**src/rtl/regcheck_monitor.sv**
```systemverilog
// Self-check monitor: watches register-file writes and the retire stream,
// then latches a sticky PASS / FAIL / TIMEOUT verdict with failure context.
module regcheck_monitor #(
   parameter int          XLEN           = 32,
   parameter int          PC_WIDTH       = 32,
   parameter int          CHECK_REG      = 31,
   parameter int          TEST_ID_REG    = 1,
   parameter int          MAX_RETIRE     = 1024,
   parameter logic [31:0] END_INSTR      = 32'h0000_0000,
   parameter int          TIMEOUT_CYCLES = 256,
   parameter int          CNT_WIDTH      = 16
) (
   input  logic                 clk,
   input  logic                 reset,
   input  logic                 start,
   input  logic                 retire_valid,
   input  logic [PC_WIDTH-1:0]  retire_pc,
   input  logic [31:0]          retire_instr,
   input  logic                 rf_we,
   input  logic [4:0]           rf_waddr,
   input  logic [XLEN-1:0]      rf_wdata,
   output logic                 running,
   output logic                 done,
   output logic                 pass,
   output logic                 fail,
   output logic                 timeout,
   output logic [XLEN-1:0]      cur_test_id,
   output logic [CNT_WIDTH-1:0] tests_seen,
   output logic [CNT_WIDTH-1:0] retired,
   output logic [PC_WIDTH-1:0]  fail_pc,
   output logic [XLEN-1:0]      fail_value,
   output logic [XLEN-1:0]      fail_test_id
);

   localparam int IDLE_W = $clog2(TIMEOUT_CYCLES) + 1;
   localparam logic [4:0]           CHECK_IDX   = 5'(CHECK_REG);
   localparam logic [4:0]           TEST_IDX    = 5'(TEST_ID_REG);
   localparam logic [CNT_WIDTH-1:0] RETIRE_LAST = CNT_WIDTH'(MAX_RETIRE - 1);
   localparam logic [IDLE_W-1:0]    IDLE_LAST   = IDLE_W'(TIMEOUT_CYCLES - 1);

   typedef enum logic [2:0] {
      S_IDLE    = 3'd0,
      S_RUN     = 3'd1,
      S_PASS    = 3'd2,
      S_FAIL    = 3'd3,
      S_TIMEOUT = 3'd4
   } state_t;

   state_t               state_q, state_d;
   logic [CNT_WIDTH-1:0] retired_q, retired_d;
   logic [CNT_WIDTH-1:0] tests_seen_q, tests_seen_d;
   logic [XLEN-1:0]      cur_test_id_q, cur_test_id_d;
   logic [IDLE_W-1:0]    idle_cnt_q, idle_cnt_d;
   logic [PC_WIDTH-1:0]  last_pc_q, last_pc_d;
   logic [PC_WIDTH-1:0]  fail_pc_q, fail_pc_d;
   logic [XLEN-1:0]      fail_value_q, fail_value_d;
   logic [XLEN-1:0]      fail_test_id_q, fail_test_id_d;
   logic                 running_q, running_d;
   logic                 done_q, done_d;
   logic                 pass_q, pass_d;
   logic                 fail_q, fail_d;
   logic                 timeout_q, timeout_d;

   logic wr_ok, chk_bad, id_wr, is_end;

   always_comb begin
      state_d        = state_q;
      retired_d      = retired_q;
      tests_seen_d   = tests_seen_q;
      cur_test_id_d  = cur_test_id_q;
      idle_cnt_d     = idle_cnt_q;
      last_pc_d      = last_pc_q;
      fail_pc_d      = fail_pc_q;
      fail_value_d   = fail_value_q;
      fail_test_id_d = fail_test_id_q;

      // x0 writes never reach the architectural file, so they are invisible here
      wr_ok   = rf_we && (rf_waddr != 5'd0);
      chk_bad = wr_ok && (rf_waddr == CHECK_IDX) && (rf_wdata != '0);
      id_wr   = wr_ok && (rf_waddr == TEST_IDX);
      is_end  = (retire_instr == END_INSTR);

      case (state_q)
         S_IDLE: begin
            if (start) begin
               state_d      = S_RUN;
               retired_d    = '0;
               tests_seen_d = '0;
               idle_cnt_d   = '0;
               last_pc_d    = '0;
            end
         end
         S_RUN: begin
            if (retire_valid) begin
               idle_cnt_d = '0;
               last_pc_d  = retire_pc;
               if (!is_end && (retired_q != '1))
                  retired_d = retired_q + 1'b1;
            end else if (idle_cnt_q != IDLE_LAST) begin
               idle_cnt_d = idle_cnt_q + 1'b1;
            end

            if (id_wr) begin
               cur_test_id_d = rf_wdata;
               if ((rf_wdata != cur_test_id_q) && (tests_seen_q != '1))
                  tests_seen_d = tests_seen_q + 1'b1;
            end

            // Verdict priority: bad check write, then end of program, then stall
            if (chk_bad) begin
               state_d        = S_FAIL;
               fail_pc_d      = retire_pc;
               fail_value_d   = rf_wdata;
               fail_test_id_d = cur_test_id_q;
            end else if (retire_valid && (is_end || (retired_q == RETIRE_LAST))) begin
               state_d = S_PASS;
            end else if (!retire_valid && (idle_cnt_q == IDLE_LAST)) begin
               state_d        = S_TIMEOUT;
               fail_pc_d      = last_pc_q;
               fail_value_d   = '0;
               fail_test_id_d = cur_test_id_q;
            end
         end
         default: ;
      endcase

      running_d = (state_d == S_RUN);
      pass_d    = (state_d == S_PASS);
      timeout_d = (state_d == S_TIMEOUT);
      fail_d    = (state_d == S_FAIL) || (state_d == S_TIMEOUT);
      done_d    = pass_d || fail_d;
   end

   always_ff @(posedge clk) begin
      if (reset) begin
         state_q        <= S_IDLE;
         retired_q      <= '0;
         tests_seen_q   <= '0;
         cur_test_id_q  <= '0;
         idle_cnt_q     <= '0;
         last_pc_q      <= '0;
         fail_pc_q      <= '0;
         fail_value_q   <= '0;
         fail_test_id_q <= '0;
         running_q      <= 1'b0;
         done_q         <= 1'b0;
         pass_q         <= 1'b0;
         fail_q         <= 1'b0;
         timeout_q      <= 1'b0;
      end else begin
         state_q        <= state_d;
         retired_q      <= retired_d;
         tests_seen_q   <= tests_seen_d;
         cur_test_id_q  <= cur_test_id_d;
         idle_cnt_q     <= idle_cnt_d;
         last_pc_q      <= last_pc_d;
         fail_pc_q      <= fail_pc_d;
         fail_value_q   <= fail_value_d;
         fail_test_id_q <= fail_test_id_d;
         running_q      <= running_d;
         done_q         <= done_d;
         pass_q         <= pass_d;
         fail_q         <= fail_d;
         timeout_q      <= timeout_d;
      end
   end

   assign running      = running_q;
   assign done         = done_q;
   assign pass         = pass_q;
   assign fail         = fail_q;
   assign timeout      = timeout_q;
   assign cur_test_id  = cur_test_id_q;
   assign tests_seen   = tests_seen_q;
   assign retired      = retired_q;
   assign fail_pc      = fail_pc_q;
   assign fail_value   = fail_value_q;
   assign fail_test_id = fail_test_id_q;

endmodule

```
**config.mk**
```make
export PLATFORM = sky130hd
export DESIGN_NAME = regcheck_monitor
export DESIGN_NICKNAME = d
export VERILOG_FILES = /design/src/rtl/regcheck_monitor.sv
export SDC_FILE = /design/constraint.sdc
export NUM_CORES = 1
export LEC_CHECK = 0
export ABC_AREA = 1
export CAP_MARGIN = 20
export CORE_ASPECT_RATIO = 1.2
export CORE_UTILIZATION = 45
export CTS_BUF_LIST = sky130_fd_sc_hd__clkbuf_8 sky130_fd_sc_hd__clkbuf_16
export CTS_CLUSTER_SIZE = 14
export DETAILED_ROUTE_END_ITERATION = 10
export MAX_ROUTING_LAYER = met4
export PLACE_DENSITY = 0.82
export REMOVE_ABC_BUFFERS = 1
export SLEW_MARGIN = 40
export SYNTH_ARGS = -nofsm -noshare
export SYNTH_HDL_FRONTEND = slang
export SYNTH_SLANG_ARGS = --single-unit
```
**constraint.sdc**
```tcl
create_clock -name clk -period 5.2 [get_ports clk]
set_clock_uncertainty 0.05 [all_clocks]
set_input_delay 0.78 -clock clk [delete_from_list [all_inputs] [get_ports clk]]
set_output_delay 0.78 -clock clk [all_outputs]
set_load 0.005 [all_outputs]
```
[Yosys cells after proc, flatten, opt, wreduce, memory -nomap -nowiden]
Index checks and enable logic that the tools add are counted.
Storage, ports and cells
  flip-flop bits (word level): 209
  output and inout bits: 165
  word-level logic and storage cells: 90
Operators by class
  add/subtract/negate cells: 3
  equal/unequal tests: 20
  muxes and demuxes: 28
  reduce and logical (&&, ||, !) cells: 25
Operators by type and width (number)
  $mux 32: 11
  $mux 16: 5
  $pmux 16 s2: 2
  $pmux 32 s2: 1
  $add 16x1->16 const B: 2
  $logic_not 32->1: 1
  $ne 16x16->1 const B: 2
  $ne 32x32->1: 1
  $reduce_bool 32->1: 1
  $mux 9: 3
  $pmux 9 s2: 1
  $eq 16x10->1 const B: 1
  $mux 3: 4
  $ne 2x2->1 const B: 6
  $add 9x1->9 const B: 1
  $eq 9x8->1 const B: 1
  $ne 9x8->1 const B: 1
  $reduce_and 3->1: 3
  $logic_and 1x1->1: 8
  $reduce_and 4->1: 2
  $eq 3x1->1 const B: 2
  $eq 3x2->1 const B: 2
  $pmux 3 s2: 1
  $eq 5x1->1 const B: 1
  9 further kinds: 13

[Logic depth before layout (Yosys ltp)]
Gate-level depths: netlist of the first run.
  depth after elaboration: 9
  gate-level depth with buffers: 15
  depth with buffers taken out: 15

[Worst setup path before layout of the first run]
OpenSTA, ideal clock, no wires.
  kind: reg-to-reg
  start point: register idle_cnt_q[0]
  end point: register fail_pc_q[10] (netlist: fail_pc[10])
  setup time: 125 ps
  data arrival time: 1985 ps
  required time: 5025 ps
  path slack: 3040 ps
  stages on the path, launching flop included: 14
  buffers on the path: 2
  cell sequence: dfxtp_1 > ha_1 > inv_1 > nor3_1 > nand2_1 > nor2_1 > nand2_1 > nor2_1 > ha_1 > inv_1 > o21ai_4 > buf_6 > buf_2 > a31oi_1
On the way
  cells in the longest elaborated chain, start to end: 4
RTL lines
  start: declaration: RTL line 53  | logic [IDLE_W-1:0] idle_cnt_q, idle_cnt_d;
  start signal: assignment: RTL line 155  | idle_cnt_q <= idle_cnt_d;
  $eq 9x8->1: RTL line 117  | end else if (!retire_valid && (idle_cnt_q == IDLE_LAST)) begin
  $logic_and 1x1->1: RTL line 117
  $reduce_bool 2->1 (no source line)
  $reduce_and 3->1 (no source line)
  end signal: assignment: RTL line 157  | fail_pc_q <= fail_pc_d;
  end: declaration: RTL line 55  | logic [PC_WIDTH-1:0] fail_pc_q, fail_pc_d;
Every way passes these cells.
A chain may end at the register's enable or synchronous reset.

[Final worst setup path of the first run]
  start point: input rf_wdata[23]
  end point: register fail_value_q[24] (netlist: fail_value[24])
On the way
  cells in the longest elaborated chain, start to end: 4
RTL lines
  start: declaration: RTL line 21  | input logic [XLEN-1:0] rf_wdata,
  $reduce_bool 32->1 (*): RTL line 79  | chk_bad = wr_ok && (rf_waddr == CHECK_IDX) && (rf_wdata != '0);
  $logic_and 1x1->1 (*): RTL line 79
  $ne 2x2->1 (no source line) / $reduce_bool 2->1 (equally long branches)
  $reduce_and 3->1 (no source line)
  end signal: assignment: RTL line 158  | fail_value_q <= fail_value_d;
  end: declaration: RTL line 56  | logic [XLEN-1:0] fail_value_q, fail_value_d;
Every way passes the cells marked *; elsewhere a longest branch is shown, timed or not.

==> impl_metrics.toml, run 1 <==
[placed_design]
place.gp.congestion = 0.913
hpwl_mm = 18.3
io_buffers = 270
placed_area_mm2 = 0.0121

[die]
ios = 271
core_mm2 = 0.0203
die_x_um = 133
std_cell_rows = 57
die_y_um = 159
die-area_mm2 = 0.0212
start_util = 0.459

[synth]
netlist.area_leader.share = 0.450
synthFlopType = "dfxtp_1"
async_flop_share = 0
ys_types = 41
synth.largest_area_cell = "dfxtp_1"
synthTopCellsByArea = "dfxtp_1 (45%), nand2_1 (9.7%), nor2_1 (8.0%)"
synth_cells = 1273
ys_warn_count = 0
synth-edff-count = 0
avgSynthCellArea_um2 = 7.30
synth.most_common_cell = "nand2_1"
synth.cell_area_mm2 = 0.00930
synth-seq-cells = 209
synth_common_cells = "nand2_1 (240), dfxtp_1 (209), nor2_1 (198)"
ys_seq_area_frac = 0.450

[critical_path]
arrival_ns = 3.66
r2r-end = "last_pc_q[6]"
start_kind = "primary input"
critical_path_class = "in2reg"
regToRegSetupSlack_ns = 2.22
rr_startpoint = "state_q[2]"
end_kind = "register"
path_max_fanout = 64
cp.required_ns = 5.57
reg2reg_depth = 10

[cells_and_area]
fillers = 1765
nets = 1614
drive_gt1_frac = 0.0612
final_area_mm2 = 0.0129
areaGrowthSynthToFinish_pct = 38.7

[run_status]
status = "completed"

[grt]
track_usage = 0.256
grt_pass1_wl_mm = 43.4
antenna_found_initial = 1
grt_max_degree = 97
grt_overflow = 0
grt_pass1_vias = 8717

[drt]
vias = 9444
initialDrtViolationCount = 695
wl_mm = 27.5
wl_per_cell_um = 15.4
ant_nets = 0
drcViolationCount = 0
vias_per_cell = 5.29
dr.pass1.iters = 5

[clocking]
cts.path.max_buffers = 3
path_clk_slew_ns = 0.06
ctsHtreeMaxLevel = 1
insertion_delay_ns = 0.50
numClockSinks = 209
cts_resized = 0
numCtsBuffers = 22
cts-root-buf = "clkbuf_16"
cts_hold_buf = 0
cts_tree = "yes"
cts_setup_buffers = 0

[timing]
tns_ns = 0
slew_viol_final = 0
rsz0062_at_grt = "false"
min_period_over_period = 0.633
finalSetupViolations = 0
fin_crit_ns = 3.29
tightest_slew_ns = 0.757
finalHoldViolCount = 0
fmax_mhz = 304
relSlewSlack = 0.494

[job]
maxCapViolations = 0

[power_and_ir_drop]
power_density_mw_per_mm2 = 284
power.total_w = 0.00366
leakagePower_nw = 4.61
max-vdd-ir-drop_mv = 0.195

[worst_hold_path]
holdPathStages = 2
hp-start = "fail_value[13]"
hold_end = "fail_value[13]"
hold_class = "reg2reg"
[worst max-delay path by stage]
stage	slack, ns	from	cells past startpoint	to
final	1.91	rf_wdata[23]	13	fail_value[24]
after global routing	1.71	rf_wdata[23]	13	fail_value[0]
after CTS	1.79	rf_wdata[23]	12	fail_pc[26]
after detailed placement	1.36	rf_wdata[10]	12	fail_pc[29]
after global placement	1.43	rf_wdata[10]	12	fail_pc[26]
after floorplan	1.40	rf_waddr[2]	7	fail_test_id[13]
[cell families (layout without fill, tap and decap cells)]
group	after synthesis	in the layout	synth area share
and+or+nand+nor	604	604	0.277
DFF	209	209	0.450
AOI/OAI and AO/OA	264	264	0.154
other	0	1	0
buffers and inverters	138	385	0.0630
adders and majority gates	4	4	0.00538
xor gates and xnor gates	54	54	0.0509
[stage by stage]
step	instances	worst slack, ns	util	hold slack [ns]
floorplan	1199	1.40	-	0.389
global placement	1745	1.43	0.596	0.397
detailed placement	1745	1.36	0.596	0.402
CTS	1785	1.79	0.636	0.412
global route	1786	1.71	0.637	0.429
finish	1786	1.91	0.637	0.409
[sequential cells by signal (all words and copies together) (netlist names)]
name          count
cur_test_id      32
last_pc_q        32
fail              1
retired          16
fail_test_id     32
pass              1
fail_pc          32
idle_cnt_q        9
running           1
timeout           1
done              1
state_q           3
fail_value       32
tests_seen       16
[report_power, final]
part	internal [W]	switching, W
registers	0.00162	0.0000119
logic	0.000127	0.000165
clock network	0.00109	0.000648
[per-layer routing]
metal / up-vias / GRT usage / part of all wire
li1: 4657 / - / -
met1: 4359 / 0.296 / 0.40
met2: 378 / 0.453 / 0.50
met3: 50 / 0.0328 / 0.077
met4: 0 / 0.0863 / 0.029
met5: - / - / 0
[critical path, cell delays in order]
cell and delay, ns:
clkdlybuf4s50_1 0.48, inv_1 0.16, nand2_1 0.07, nor2_1 0.12, nand2_1 0.08, nor2_1 0.20
nand2_2 0.48, nand3_2 0.28, o21ai_4 0.09, inv_2 0.05, buf_4 0.53, nand2_1 0.11
a21oi_1 0.16
[cell type report]
type | instances | area, µm² | share of cell area
diodes | 1 | 2.50 | 0.000194
multi-input cells | 926 | 4530 | 0.352
clock buffers | 29 | 658 | 0.0510
repair buffers | 281 | 2790 | 0.216
inverters | 64 | 240 | 0.0186
clock inverters | 11 | 155 | 0.0120
well taps | 265 | 332 | 0.0257
flip-flops and latches | 209 | 4180 | 0.325
[layout by cell type (no fill, tap or decap), drive strengths merged]
| cell | n |
|---|---|
| a21boi | 1 |
| a21oi | 120 |
| a22oi | 1 |
| a2bb2oi | 1 |
| a31oi | 32 |
| a41oi | 1 |
| and2 | 2 |
| buf | 12 |
| bufinv | 4 |
| clkbuf | 29 |
| clkdlybuf4s50 | 269 |
| clkinv | 3 |
| dfxtp | 209 |
| diode | 1 |
| ha | 4 |
| inv | 68 |
| nand2 | 251 |
| nand3 | 109 |
| nand3b | 1 |
| nand4 | 8 |
| nor2 | 205 |
| nor3 | 27 |
| nor4 | 1 |
| o211ai | 1 |
| o21a | 1 |
| o21ai | 105 |
| o21bai | 1 |
| xnor2 | 29 |
| xor2 | 25 |
Power figures use the tool's default switching activity.
==> run 2: changes to the inputs <==
--- a/config.mk
+++ b/config.mk
@@ -8,12 +8,12 @@
 export ABC_AREA = 1
 export CAP_MARGIN = 20
 export CORE_ASPECT_RATIO = 1.2
-export CORE_UTILIZATION = 45
+export CORE_UTILIZATION = 43
 export CTS_BUF_LIST = sky130_fd_sc_hd__clkbuf_8 sky130_fd_sc_hd__clkbuf_16
 export CTS_CLUSTER_SIZE = 14
 export DETAILED_ROUTE_END_ITERATION = 10
 export MAX_ROUTING_LAYER = met4
-export PLACE_DENSITY = 0.82
+export PLACE_DENSITY = 0.83
 export REMOVE_ABC_BUFFERS = 1
 export SLEW_MARGIN = 40
 export SYNTH_ARGS = -nofsm -noshare
==> constraint.sdc (replaced) <==
create_clock -name clk -period 2.7 [get_ports clk]
set_clock_uncertainty 0.05 [all_clocks]
set_input_delay 0.405 -clock clk [delete_from_list [all_inputs] [get_ports clk]]
set_output_delay 0.405 -clock clk [all_outputs]
set_load 0.005 [all_outputs]
==> run 2 against run 1 <==
Cell count grew 0.62%. Total power grew 76%. Core utilization shrank 2.2 points. Setup slack lost 1.6 ns. Non-clock buffer count grew 10. Via count grew 1.0%. Wire length grew 0.62%. Final area grew 0.23%.
==> impl_metrics.toml, run 2 (synthesis gave the netlist of run 1 again) <==
[power_and_ir_drop]
max-vdd-ir-drop_mv = 0.361
power.total_w = 0.00644
leakagePower_nw = 4.62
power_density_mw_per_mm2 = 498

[critical_path]
rr_startpoint = "idle_cnt_q[1]"
path_max_fanout = 28
arrival_ns = 2.70
start_kind = "register"
critical_path_class = "reg2reg"
r2r-end = "fail_test_id[31]"
end_kind = "register"
cp.required_ns = 3.02
reg2reg_depth = 15
regToRegSetupSlack_ns = 0.32

[timing]
tightest_slew_ns = 0.521
finalSetupViolations = 0
fmax_mhz = 420
timing.final.ws_setup_ns = 0.317
finalHoldViolCount = 0
relSlewSlack = 0.652
rsz0062_at_grt = "false"
min_period_over_period = 0.883
slew_viol_final = 0
fin_crit_ns = 2.38

[placed_design]
io_buffers = 270
place.gp.congestion = 0.891
placed_area_mm2 = 0.0122
hpwl_mm = 18.8
placedCellCount = 1758
place_ws_ns = 0.151

[grt]
grt_util_met1 = 0.288
met3_usage = 0.0298
grt_pass1_vias = 8695
track_usage = 0.247
grt_use_met2 = 0.429
grt_overflow = 0
busiest_layer = "met2"
grt_pass1_wl_mm = 43.3
grt_max_degree = 83
antenna_found_initial = 1

[die]
die_x_um = 136
start_util = 0.442
die_y_um = 163
core_mm2 = 0.0210
std_cell_rows = 58
die-area_mm2 = 0.0222
ios = 271

[clocking]
cts_tree = "yes"
cts-root-buf = "clkbuf_16"
numClockSinks = 209
path_clk_slew_ns = 0.06
numCtsBuffers = 21
ctsHtreeMaxLevel = 1
insertion_delay_ns = 0.49
cts_hold_buf = 0
cts.path.max_buffers = 3

[drt]
ant_nets = 0
wl_per_cell_um = 15.4
initialDrtViolationCount = 628
dr.pass1.iters = 5
vias = 9540
vias_per_cell = 5.31
drcViolationCount = 0
wl_mm = 27.7

[cells_and_area]
final_area_mm2 = 0.0129
fillers = 1855
multi_input_area_mm2 = 0.00454
final_cell_mix = "clkdlybuf4s50_1 (269), nand2_1 (240), dfxtp_1 (209)"
register_area_mm2 = 0.00418
nets = 1623
final_cell_count_no_fill = 1797
areaGrowthSynthToFinish_pct = 39.0
final_common_cell = "clkdlybuf4s50_1"
drive_gt1_frac = 0.0616

[job]
maxCapViolations = 0

[worst_hold_path]
holdPathStages = 2
hp-start = "reset"
hold_class = "in2reg"
hold_end = "last_pc_q[11]"

[run_status]
status = "completed"
==> run 2: power breakdown <==
part           switching (W)  internal [W]
Clock                0.00119       0.00154
Sequential         0.0000223       0.00312
Combinational       0.000321      0.000256
Total                0.00153       0.00491
==> run 2: through the flow <==
step | utilization | hold WS [ns] | TNS [ns]
floorplan | - | 0.389 | -57.52
global placement | 0.581 | 0.397 | 0
detailed placement | 0.581 | 0.400 | 0
CTS | 0.611 | 0.284 | 0
global route | 0.614 | 0.299 | 0
finish | 0.614 | 0.299 | 0
==> run 2: cell type report <==
| cell class | count | area share |
|---|---|---|
| multi-input combinational | 926 | 0.351 |
| sequential | 209 | 0.324 |
| timing repair buffer | 291 | 0.231 |
| clock buffer | 22 | 0.0417 |
| tap | 270 | 0.0261 |
| inverter | 64 | 0.0186 |
| clock inverter | 14 | 0.00755 |
| antenna | 1 | 0.000194 |
==> run 2: worst max-delay path by stage <==
stage | from | end | slack [ns]
6_report | idle_cnt_q[1] | fail_test_id[31] | 0.32
5_1_grt | idle_cnt_q[1] | fail_pc[14] | 0.05
4_1_cts | idle_cnt_q[1] | fail_pc[19] | 0.15
3_5_place_dp | idle_cnt_q[1] | fail_pc[29] | 0.15
3_3_place_gp | rf_wdata[0] | tests_seen[1] | 0.22
2_1_floorplan | idle_cnt_q[0] | fail_test_id[13] | -0.81
==> run 2: what timing repair did <==
action / 4_1_cts / 5_1_grt
endpoints found under the hold margin: 0 / 0
setup buffers: 0 / 1
gates resized for setup: 0 / 3
endpoints found under the setup margin: 0 / 96
==> run 2: worst max-delay path, cell delays in order (launching register included) <==
cell and delay, ns:
dfxtp_1 0.36, ha_1 0.18, inv_1 0.07, nor3_2 0.13
nand2_1 0.09, nor2_1 0.14, nand2_1 0.09, nor2_1 0.11
ha_2 0.23, inv_1 0.08, o21ai_4 0.14, buf_12 0.14
inv_2 0.06, buf_12 0.16, nor2_1 0.17, nor2_1 0.07
==> run 2: layer usage <==
layer | share of wire | vias to the layer above | routed length [µm]
li1 | - | 4670 | -
met1 | 0.40 | 4400 | 11000
met2 | 0.50 | 412 | 13800
met3 | 0.070 | 58 | 1950
met4 | 0.035 | 0 | 961
met5 | 0 | - | 0
==> run 3: changes to the inputs <==
--- a/config.mk
+++ b/config.mk
@@ -5,15 +5,15 @@
 export SDC_FILE = /design/constraint.sdc
 export NUM_CORES = 1
 export LEC_CHECK = 0
-export ABC_AREA = 1
+export ABC_AREA = 0
 export CAP_MARGIN = 20
 export CORE_ASPECT_RATIO = 1.2
-export CORE_UTILIZATION = 43
+export CORE_UTILIZATION = 40
 export CTS_BUF_LIST = sky130_fd_sc_hd__clkbuf_8 sky130_fd_sc_hd__clkbuf_16
 export CTS_CLUSTER_SIZE = 14
 export DETAILED_ROUTE_END_ITERATION = 10
 export MAX_ROUTING_LAYER = met4
-export PLACE_DENSITY = 0.83
+export PLACE_DENSITY = 0.79
 export REMOVE_ABC_BUFFERS = 1
 export SLEW_MARGIN = 40
 export SYNTH_ARGS = -nofsm -noshare
==> run 3 against run 2 <==
Hold slack worse by 0.19 ns. Critical path depth down 5. Final area down 1.4%. Clock power up 15%. Critical path type is now in2reg. Critical endpoint is now tests_seen[7]. Largest power group is now the clock network.
==> impl_metrics.toml, run 3 <==
[grt]
grt_pass1_vias = 8138
grt_pass1_wl_mm = 41.9
grt_max_degree = 105
antenna_found_initial = 0
track_usage = 0.243
grt_overflow = 0

[timing]
fin_crit_ns = 2.42
finalSetupViolations = 0
slew_viol_final = 0
finalHoldViolCount = 0
relSlewSlack = 0.594
tightest_slew_ns = 0.603
fmax_mhz = 414
rsz0062_at_grt = "false"
min_period_over_period = 0.895

[critical_path]
crit_chain = "clkdlybuf4s50_1 > buf_4 > xor2_1 > nor4_1 > nand4_1 > buf_4 > o2111ai_1 > buf_4 > o21ai_0 > a21oi_1"
crit_top_cell = "buf_4"
path_delay_family = "buffers and inverters"
path_buf_inv = 4
arrival_ns = 2.80
rr_startpoint = "idle_cnt_q[0]"
crit_slowest_cell = "nor4_1"
r2r-end = "fail"
cp.required_ns = 3.08
reg2reg_depth = 9
start_kind = "primary input"
slowest_delay_ns = 0.57
end_kind = "register"
path_max_fanout = 14
critical_path_class = "in2reg"
regToRegSetupSlack_ns = 0.30

[placed_design]
placedCellCount = 1565
hpwl_mm = 18.8
io_buffers = 270
place.gp.congestion = 0.867

[clocking]
cts.path.max_buffers = 3
insertion_delay_ns = 0.51
cts_resized = 0
numCtsBuffers = 22
cts_hold_buf = 0
path_clk_slew_ns = 0.06
cts-root-buf = "clkbuf_16"
numClockSinks = 209
cts_setup_buffers = 0
cts_tree = "yes"
ctsHtreeMaxLevel = 1

[die]
ios = 271
start_util = 0.412
die_x_um = 137
std_cell_rows = 58
core_mm2 = 0.0211
die_y_um = 164
die-area_mm2 = 0.0224

[synth]
netlist.area_leader.share = 0.481
synth-edff-count = 0
synthTopCellsByArea = "dfxtp_1 (48%), nand2_1 (9.0%), a21oi_1 (8.6%)"
synth.largest_area_cell = "dfxtp_1"
avgSynthCellArea_um2 = 8.38
async_flop_share = 0
synth_common_cells = "dfxtp_1 (209), nand2_1 (208), a21oi_1 (149)"
synth_cells = 1039
ys_warn_count = 0
ys_types = 47
synth.cell_area_mm2 = 0.00870
synth-seq-cells = 209
synth.most_common_cell = "dfxtp_1"
ys_seq_area_frac = 0.481
synthFlopType = "dfxtp_1"

[cells_and_area]
final_common_cell = "clkdlybuf4s50_1"
areaGrowthSynthToFinish_pct = 46.5
nets = 1429
diodes = 0
final_cell_mix = "clkdlybuf4s50_1 (269), dfxtp_1 (209), nand2_1 (207)"
drive_gt1_frac = 0.0816
final_cell_count_no_fill = 1605

[drt]
vias = 8627
initialDrtViolationCount = 424
ant_nets = 0
drcViolationCount = 0
wl_per_cell_um = 16.8
vias_per_cell = 5.38
wl_mm = 27.0
dr.pass1.iters = 4

[worst_hold_path]
hold_class = "in2reg"
hp-start = "reset"
hold_end = "fail_test_id[6]"
holdPathStages = 2

[run_status]
status = "completed"

[power_and_ir_drop]
max-vdd-ir-drop_mv = 0.492
power.total_w = 0.00679
power_density_mw_per_mm2 = 533
leakagePower_nw = 4.54

[job]
maxCapViolations = 0
run 3: cell types whose count changed in the layout (fill, tap and decap cells not counted), sizes merged, moves of 37 or more:
cell	previous run	this run
buf	21	58
nand2	251	208
nand3	109	69
nor2	205	51
o21ai	105	16
inv	73	8
run 3: power breakdown:
group | switching, W | internal (W) | total [W]
sequential | 0.0000182 | 0.00311 | 0.00313
clock | 0.00126 | 0.00189 | 0.00315
combinational | 0.000253 | 0.000257 | 0.000511
total | 0.00153 | 0.00526 | 0.00679
run 3: logic make-up (layout without fill, tap and decap cells):
kind of cell,Yosys count,in the layout,synth area share
buf+inv,78,374,0.0368
fa+ha+maj,4,4,0.00575
compound gates,239,239,0.162
simple gates,438,438,0.238
flops,209,209,0.481
mux,34,34,0.0393
xor+xnor,37,37,0.0372
run 3: area by class of cell:
type / count / area (µm²)
Clock buffer: 32 / 699
Clock inverter: 8 / 72.6
Fill cell: 1811 / 8370
Inverter: 7 / 26.3
Multi-Input combinational cell: 752 / 4220
Sequential cell: 209 / 4180
Tap cell: 270 / 338
Timing Repair Buffer: 327 / 3200
run 3: how the worst max path moves through the flow:
stage                             start         endpoint  slack (ns)  cells after the start
after global placement     rf_wdata[23]    tests_seen[8]       -0.25                     10
after floorplan                   rf_we  fail_test_id[0]       -1.26                      6
after CTS                 idle_cnt_q[0]             fail        0.27                      9
final                      rf_wdata[23]    tests_seen[7]        0.28                     10
after global routing       rf_wdata[23]    tests_seen[7]        0.09                     10
after detailed placement   rf_wdata[23]    tests_seen[7]       -0.21                     10
run 3: worst reg2reg max path, stage by stage (launching register included):
cell	delay [ns]
dfxtp_1	0.37
ha_1	0.22
nand3_1	0.09
nor2_1	0.11
ha_1	0.21
inv_1	0.08
nor3_1	0.45
a21oi_1	0.25
nor4_2	0.40
a31o_1	0.14
run 3: metrics by stage:
| stage | util | TNS [ns] | area, µm² | setup slack [ns] | hold slack (ns) |
|---|---|---|---|---|---|
| 2_1_floorplan | - | -82.26 | 8410 | -1.26 | 0.375 |
| 3_3_place_gp | 0.567 | -3.88 | 12000 | -0.249 | 0.387 |
| 3_5_place_dp | 0.567 | -3.65 | 12000 | -0.215 | 0.393 |
| 4_1_cts | 0.604 | 0 | 12700 | 0.269 | 0.104 |
| 5_1_grt | 0.604 | 0 | 12700 | 0.0905 | 0.110 |
| 6_report | 0.604 | 0 | 12700 | 0.283 | 0.114 |
run 3: per-layer routing:
layer / GRT usage / wire length (µm)
met4: 0.116 / 1200
met3: 0.0453 / 1800
met2: 0.401 / 13000
met1: 0.284 / 11000
met5: - / 0
